## src/rtl/regs_file_pkg.sv

```systemverilog
// -----------------------------------------------------------------------------
// regs_file_pkg
//   Shared constants and FSM encoding for the integer register file.
//   REG_ADDR_W / REG_DATA_W / REG_NUM : default geometry of the register file.
//   ZERO_REG                          : index of the hardwired-zero register.
//   state_e                           : INIT (clear sweep) / READY (normal use).
// -----------------------------------------------------------------------------
package regs_file_pkg;

  localparam int REG_ADDR_W = 5;
  localparam int REG_DATA_W = 32;
  localparam int REG_NUM    = 32;

  localparam logic [REG_ADDR_W-1:0] ZERO_REG = 5'd0;

  typedef enum logic {
    ST_INIT  = 1'b0,
    ST_READY = 1'b1
  } state_e;

endpackage

```

## src/rtl/regs_file.sv

```systemverilog
// -----------------------------------------------------------------------------
// regs_file
//   Integer register file: one write port (from execute), two combinational
//   read ports (to decode), x0 hardwired to zero. After reset the storage is
//   cleared by a sweep that writes one entry per cycle (entries 1..DEPTH-1),
//   so the array needs only a single write port and maps to RAM-style storage.
//
//   Optional build macro: REGS_WR_BYPASS_EN
//     defined   -> a read of the register being written this cycle returns the
//                  incoming write data (write-to-read forwarding).
//     undefined -> reads return the stored value; new data is visible the
//                  cycle after the write edge.
//
// Ports
//   clk           in   core clock, rising edge
//   rst_n         in   synchronous active-low reset
//   reg_waddr_i   in   write index
//   reg_wdata_i   in   write data
//   reg_wen_i     in   write enable (ignored while the sweep runs)
//   reg1_raddr_i  in   read port 1 index
//   reg1_rdata_o  out  read port 1 data (combinational)
//   reg2_raddr_i  in   read port 2 index
//   reg2_rdata_o  out  read port 2 data (combinational)
//   init_busy_o   out  high during reset and while the clear sweep runs
// -----------------------------------------------------------------------------
module regs_file
  import regs_file_pkg::*;
#(
  parameter int DATA_W = REG_DATA_W,
  parameter int ADDR_W = REG_ADDR_W
) (
  input  logic              clk,
  input  logic              rst_n,
  input  logic [ADDR_W-1:0] reg_waddr_i,
  input  logic [DATA_W-1:0] reg_wdata_i,
  input  logic              reg_wen_i,
  input  logic [ADDR_W-1:0] reg1_raddr_i,
  output logic [DATA_W-1:0] reg1_rdata_o,
  input  logic [ADDR_W-1:0] reg2_raddr_i,
  output logic [DATA_W-1:0] reg2_rdata_o,
  output logic              init_busy_o
);

  localparam int                DEPTH     = 1 << ADDR_W;
  localparam logic [ADDR_W-1:0] PTR_FIRST = ADDR_W'(1);
  localparam logic [ADDR_W-1:0] PTR_LAST  = '1;

  state_e            state_q, state_d;
  logic [ADDR_W-1:0] ptr_q, ptr_d;

  // Single shared write port: the sweep and functional writes never overlap.
  logic              mem_we;
  logic [ADDR_W-1:0] mem_wa;
  logic [DATA_W-1:0] mem_wd;
  logic [DATA_W-1:0] mem_q [DEPTH];

  always_comb begin
    state_d = state_q;
    ptr_d   = ptr_q;
    mem_we  = 1'b0;
    mem_wa  = reg_waddr_i;
    mem_wd  = reg_wdata_i;
    case (state_q)
      ST_INIT: begin
        // Entry 0 is never read, so the sweep starts at 1.
        mem_we = 1'b1;
        mem_wa = ptr_q;
        mem_wd = '0;
        ptr_d  = ptr_q + PTR_FIRST;
        if (ptr_q == PTR_LAST) begin
          state_d = ST_READY;
        end
      end
      ST_READY: begin
        if (reg_wen_i && (reg_waddr_i != '0)) begin
          mem_we = 1'b1;
        end
      end
      default: state_d = ST_INIT;
    endcase
  end

  always_ff @(posedge clk) begin
    if (!rst_n) begin
      state_q <= ST_INIT;
      ptr_q   <= PTR_FIRST;
    end else begin
      state_q <= state_d;
      ptr_q   <= ptr_d;
    end
  end

  // Storage has no reset; contents are defined by the sweep.
  always_ff @(posedge clk) begin
    if (rst_n && mem_we) begin
      mem_q[mem_wa] <= mem_wd;
    end
  end

  // Identical mux for both read ports, in priority order.
  function automatic logic [DATA_W-1:0] read_port(input logic [ADDR_W-1:0] raddr);
    logic [DATA_W-1:0] rdata;
    if (raddr == '0) begin
      rdata = '0;
    end else if (state_q == ST_INIT) begin
      rdata = '0;
`ifdef REGS_WR_BYPASS_EN
    end else if (reg_wen_i && (reg_waddr_i != '0) && (raddr == reg_waddr_i)) begin
      rdata = reg_wdata_i;
`endif
    end else begin
      rdata = mem_q[raddr];
    end
    return rdata;
  endfunction

  assign reg1_rdata_o = read_port(reg1_raddr_i);
  assign reg2_rdata_o = read_port(reg2_raddr_i);

  // Busy is forced during reset itself, before state has been re-initialised.
  assign init_busy_o = ~rst_n | (state_q == ST_INIT);

endmodule

```

## config.mk

```make
export PLATFORM = sky130hd
export DESIGN_NAME = regs_file
export DESIGN_NICKNAME = d
export VERILOG_FILES = /design/src/rtl/regs_file_pkg.sv /design/src/rtl/regs_file.sv
export SDC_FILE = /design/constraint.sdc
export NUM_CORES = 1
export LEC_CHECK = 0
export CAP_MARGIN = 20
export CORE_MARGIN = 2
export CORE_UTILIZATION = 62
export DETAILED_ROUTE_END_ITERATION = 16
export GPL_TIMING_DRIVEN = 0
export HOLD_SLACK_MARGIN = 0.03
export PLACE_DENSITY_LB_ADDON = 0.1
export SYNTH_ARGS = -nofsm -noshare
export SYNTH_HDL_FRONTEND = slang
export SYNTH_SLANG_ARGS = --single-unit
```

## constraint.sdc

```tcl
create_clock -name clk -period 4.15 [get_ports clk]
set_clock_uncertainty 0.1 [all_clocks]
set_input_delay 0.6225 -clock clk [delete_from_list [all_inputs] [get_ports clk]]
set_output_delay 0.6225 -clock clk [all_outputs]
set_load 0.05 [all_outputs]
```

; ---- Word-level counts from Yosys, hierarchy flattened
; Memories as Yosys holds them, arrays and structs flattened.
; Cells that the tools add are included.
; Widths: inputs -> output; s select.
[word_totals]
n_memories = 1
elab_cells = 25
mem_bits_ro = 0
inputBits = 50
latch_bits = 0
output_inout_bits = 65
ram_bits = 1024
ff_bits = 6
[op_classes]
add_sub_neg = 1
bitwise = 3
eq_ne = 1
multipliers = 0
shift = 0
n_lt_le_gt_ge = 0
reduce_logical = 5
n_div = 0
muxes = 12
[mem_list]
columns = memory, depth, word_bits, rd, rd_clocked_by_memory_dff, write_ports, line_no
row1 = mem_q, 32, 32, 2, 0, 1, regs_file.sv:55  ; logic [DATA_W-1:0] mem_q [DEPTH];
[ops]
columns = operator, count
row1 = $mux 32, 5
row2 = $logic_not 5->1, 2
row3 = $add 5x1->5 const B, 1
row4 = $eq 5x5->1 const B, 1
row5 = $mux 1, 5
row6 = $mux 5, 1
row7 = $reduce_bool 5->1, 1
row8 = $logic_and 1x1->1, 2
row9 = $not 1->1, 2
row10 = $pmux 1 s2, 1
row11 = $or 1x1->1, 1

; ---- Logic depth before layout (Yosys ltp)
[logic_depth]
depth_word = 7
mapped_depth = 8
mapped_depth_nobuf = 5

; ---- Worst setup path before layout
; OpenSTA, ideal clock, no wires.
[synth_path]
kind = input to register
startpoint = input rst_n
endpoint = memory mem_q[13][0] in the netlist's numbering, enable pin
t_required_ns = 3.629
setup_time_ns = 0.421
path_slack_ns = 0.803
arrival_time_ns = 2.826
path_stages = 5
path_buffers = 2
cell_sequence = clkbuf_1 -> inv_1 -> or3b_1 -> clkbuf_1 -> nor2_1
[synth_between]
elab_chain_cells = 3
[synth_lines]
columns = element, line_no
row1 = from (decl), regs_file.sv:33  ; input logic rst_n,
row2 = $logic_and 1x1->1, regs_file.sv:95  ; if (rst_n && mem_we) begin
row3 = $mux 1, regs_file.sv:95
row4 = $mux 1 (implied by the code), regs_file.sv:96  ; mem_q[mem_wa] <= mem_wd;
row5 = to (decl), regs_file.sv:55
; No other way between the ends.

; ---- Worst setup path after layout
[layout_path]
startpoint = input reg2_raddr_i[3]
endpoint = output reg2_rdata_o[0]
[layout_between]
elab_chain_cells = 3
word_cells_on_any_way = 4
cone_classes = 2 x mux / 1 x reduce/logical / 1 x memory
[layout_lines]
columns = element, line_no
row1 = from (decl), regs_file.sv:39  ; input logic [ADDR_W-1:0] reg2_raddr_i,
row2 = $mem_v2 32x32, -
row3 = $mux 32, regs_file.sv:105  ; end else if (state_q == ST_INIT) begin
row4 = $mux 32 *, regs_file.sv:103  ; if (raddr == '0) begin
row5 = to (decl), regs_file.sv:40  ; output logic [DATA_W-1:0] reg2_rdata_o,
; Every way passes the cells marked *; elsewhere a longest branch is shown, timed or not.

==> metrics.txt <==
count of routing violations after the opening detailed-route iteration 5428; setup repair after global routing missed its margin true; CTS Sinks 1030; post-synthesis sequential area ratio 0.6479; final cell count without fillers 4149; CTS tree built; distinct cell type count after synthesis 44; post-placement setup slack -1.148 ns; maximum number of pins on one net before global-route repair 33; total of flip-flops plus latches after synthesis 1030; number of global-route vias before repair 31340; # port buffers 111; Worst Hold Slack 0.1544 ns; shortest period the worst path allows 4.284 ns; YS warnings 0; Post-Synthesis Cell Area 47640 sq um; H-Tree Depth 3; syn nets 2816; mean number of vias per cell 7.616; setup slack, reg-to-reg 0.29 ns; drt total wl 160.3 mm; maximum buffer depth of the clock tree 3; first-pass GRT wire length 222.4 mm; failing checks negative setup slack; antenna violation net count after detailed routing 0; Setup-failing EPs final 15; launch instance of the worst register-to-register path state_q; total die area 79080 sq um; post-placement cell area 51070 sq um; class of the worst hold path primary input to flip-flop; Chip Height 281.2 microns; status finished, violations left; initial antenna violation count 3; fraction of power consumed by combinational cells 0.067; share of flip-flops with an asynchronous set or reset 0; Syn-to-layout area delta 15.66%; critical path capture point type output pin; post-detailed-route wirelength per cell 38.65 microns; Row Count 101; register clock-pin slew on the reported worst setup and hold paths 0.06 ns; final hold violation count 0; post-route clock period utilization 1.032; final critical-path setup slack -0.1341 ns; standby leakage power 0.01858 uW; worst r2r dst mem_q[0][27]; worst endpoint required time 3.43 ns; worst slew margin relative to its limit 0.2130; Max-cap violations 0; transition time of the tightest slew-check pin 1.180 ns; last weighted congestion value of the routability-driven placer 0.9704; FF-to-FF path depth 5; type of the worst setup path primary input to output pin; cell at the root of the clock tree sky130_fd_sc_hd__clkbuf_16; io pins 115; count of nets after finishing 3083; DP HPWL 108.2 mm; total via count in the routed design 31600; Congestion Overflow GR 0; die width 281.2 microns; share of the synthesized area in the top cell type 0.6454; proportion of total power due to net switching 0.2213; cells taking the most area after synthesis sky130_fd_sc_hd__edfxtp_1, sky130_fd_sc_hd__mux4_2, sky130_fd_sc_hd__mux2i_1; number of placed instances with taps included 3941; number of enable flip-flop cells after synthesis 1024; effective utilization at floorplan 0.6273; number of buffers created by CTS 103; final slew viol count 0; crit path capture reg2_rdata_o[0]; power share of the clock group 0.428; startpoint kind of the worst setup timing path primary input; Final Core Density 0.7256; synthesized netlist cell count 2764; CORE AREA 75950 sq um; Clk Latency, worst-skew pair 0.67 ns; share of layout cells above drive strength 1 0.2599; total iterations of the first detailed-routing run 6; proportion of power drawn by flip-flops and latches 0.505; global-route usage over all layers 0.4077; critical path arrival 3.56 ns; maximum ir drop on the vdd rail 377.4 uV; maximum fanout count along the critical path 10; most area-hungry cell type in the Yosys netlist sky130_fd_sc_hd__edfxtp_1; achievable clock frequency 233.4 MHz; Post-Layout Inst Area 55110 sq um; power per unit of standard cell area 410.2 nW/um^2; Crit. Startpoint reg2_raddr_i[3]; remaining design rule violation count 0; average footprint of a synthesized cell 17.24 sq um; Pint 17600 uW; most used flip-flop cell after synthesis sky130_fd_sc_hd__edfxtp_1; Post-CTS Hold Buffers 0; power spent charging and discharging nets 5003 uW
[Yosys cell counts (all sizes together) (8+ instances only)]
cell,number
mux4,254
o22ai,194
a221oi,32
o21ai,66
nor2,46
and2,36
buf,144
nand4,62
nand2,82
clkbuf,80
a22oi,190
edfxtp,1024
mux2i,487
or3b,8
[cells by family (layout without fill, tap and decap cells)]
kind of cell / Yosys count / in the layout / synth area share
buffers and inverters: 229 / 581 / 0.02574
other: 0 / 3 / 0
adders and majority gates: 2 / 2 / 0.0005251
xor gates and xnor gates: 3 / 3 / 0.0005516
AOI/OAI and AO/OA: 487 / 487 / 0.07303
muxes: 742 / 742 / 0.2226
DFF: 1030 / 1030 / 0.6479
and+or+nand+nor: 271 / 271 / 0.02962
[worst max-delay path, stage by stage]
cell and delay [ns]:
sky130_fd_sc_hd__clkdlybuf4s50_1 0.75, sky130_fd_sc_hd__buf_4 0.32, sky130_fd_sc_hd__nand3b_1 0.28, sky130_fd_sc_hd__buf_2 0.35, sky130_fd_sc_hd__o22ai_1 0.12, sky130_fd_sc_hd__o21ai_1 0.42
sky130_fd_sc_hd__nand4_1 0.21, sky130_fd_sc_hd__dlygate4sd2_1 0.48
[state kept, by name (all words and copies together), names as in the netlist]
| signal | count |
|---|---|
| mem_q | 1024 |
| ptr_q | 5 |
| state_q | 1 |
[power by group through the flow]
stage / Combinational, uW / Clock [uW] / Sequential (uW)
floorplan: 900 / 0 / 11600
global placement: 1360 / 0 / 11600
detailed placement: 1440 / 0 / 11600
CTS: 1460 / 9630 / 11400
global route: 1540 / 10000 / 11400
finish: 1510 / 9670 / 11400
[worst min path at each step]
stage | startpoint | end | cells after the start
final | rst_n | ptr_q[0] | 2
after detailed placement | ptr_q[1] | ptr_q[1] | 2
after CTS | rst_n | ptr_q[0] | 2
after floorplan | ptr_q[4] | ptr_q[4] | 2
after global placement | ptr_q[1] | ptr_q[1] | 2
after global routing | rst_n | ptr_q[0] | 2
[layout by cell type, fill, tap and decap left out, types with 46 or more instances in the layout]
| cell | n |
|---|---|
| sky130_fd_sc_hd__o22ai_1 | 194 |
| sky130_fd_sc_hd__edfxtp_1 | 1024 |
| sky130_fd_sc_hd__mux4_2 | 254 |
| sky130_fd_sc_hd__a22oi_1 | 187 |
| sky130_fd_sc_hd__nand4_1 | 62 |
| sky130_fd_sc_hd__nand2_1 | 82 |
| sky130_fd_sc_hd__clkdlybuf4s50_1 | 46 |
| sky130_fd_sc_hd__mux2i_1 | 487 |
| sky130_fd_sc_hd__buf_2 | 63 |
| sky130_fd_sc_hd__clkbuf_2 | 75 |
| sky130_fd_sc_hd__clkbuf_16 | 110 |
| sky130_fd_sc_hd__buf_4 | 62 |
| sky130_fd_sc_hd__o21ai_1 | 55 |
[timing repair]
item                       in CTS  in global routing
setup buffers                   1                  0
resized for setup             236                 82
setup endpoints to repair      64                 49
[metrics by stage]
stage | power (uW) | TNS [ns]
after floorplan | 12530 | 0
after global placement | 13010 | -1369.91
after detailed placement | 13080 | -48.07
after CTS | 22520 | 0
after global routing | 22990 | -0.0006797
final | 22600 | -0.7932
[per-layer routing]
layer | share of wire | global-route usage
met3 | 0.13 | 0.1098
met5 | 0.000069 | 0
met1 | 0.35 | 0.5419
met2 | 0.45 | 0.6106
met4 | 0.070 | 0.2417
[final cells by class]
class | instances | area, sq um
plain buffers | 222 | 1390
repair buffers | 164 | 2190
inverters | 5 | 18.77
well taps | 1030 | 1289
multi-input cells | 1505 | 15880
flip-flops and latches | 1030 | 30870
clock buffers | 129 | 2800
fillers | 4623 | 20840
clock inverters | 61 | 660.6
diodes | 3 | 7.507
Power figures use the tool's default switching activity.
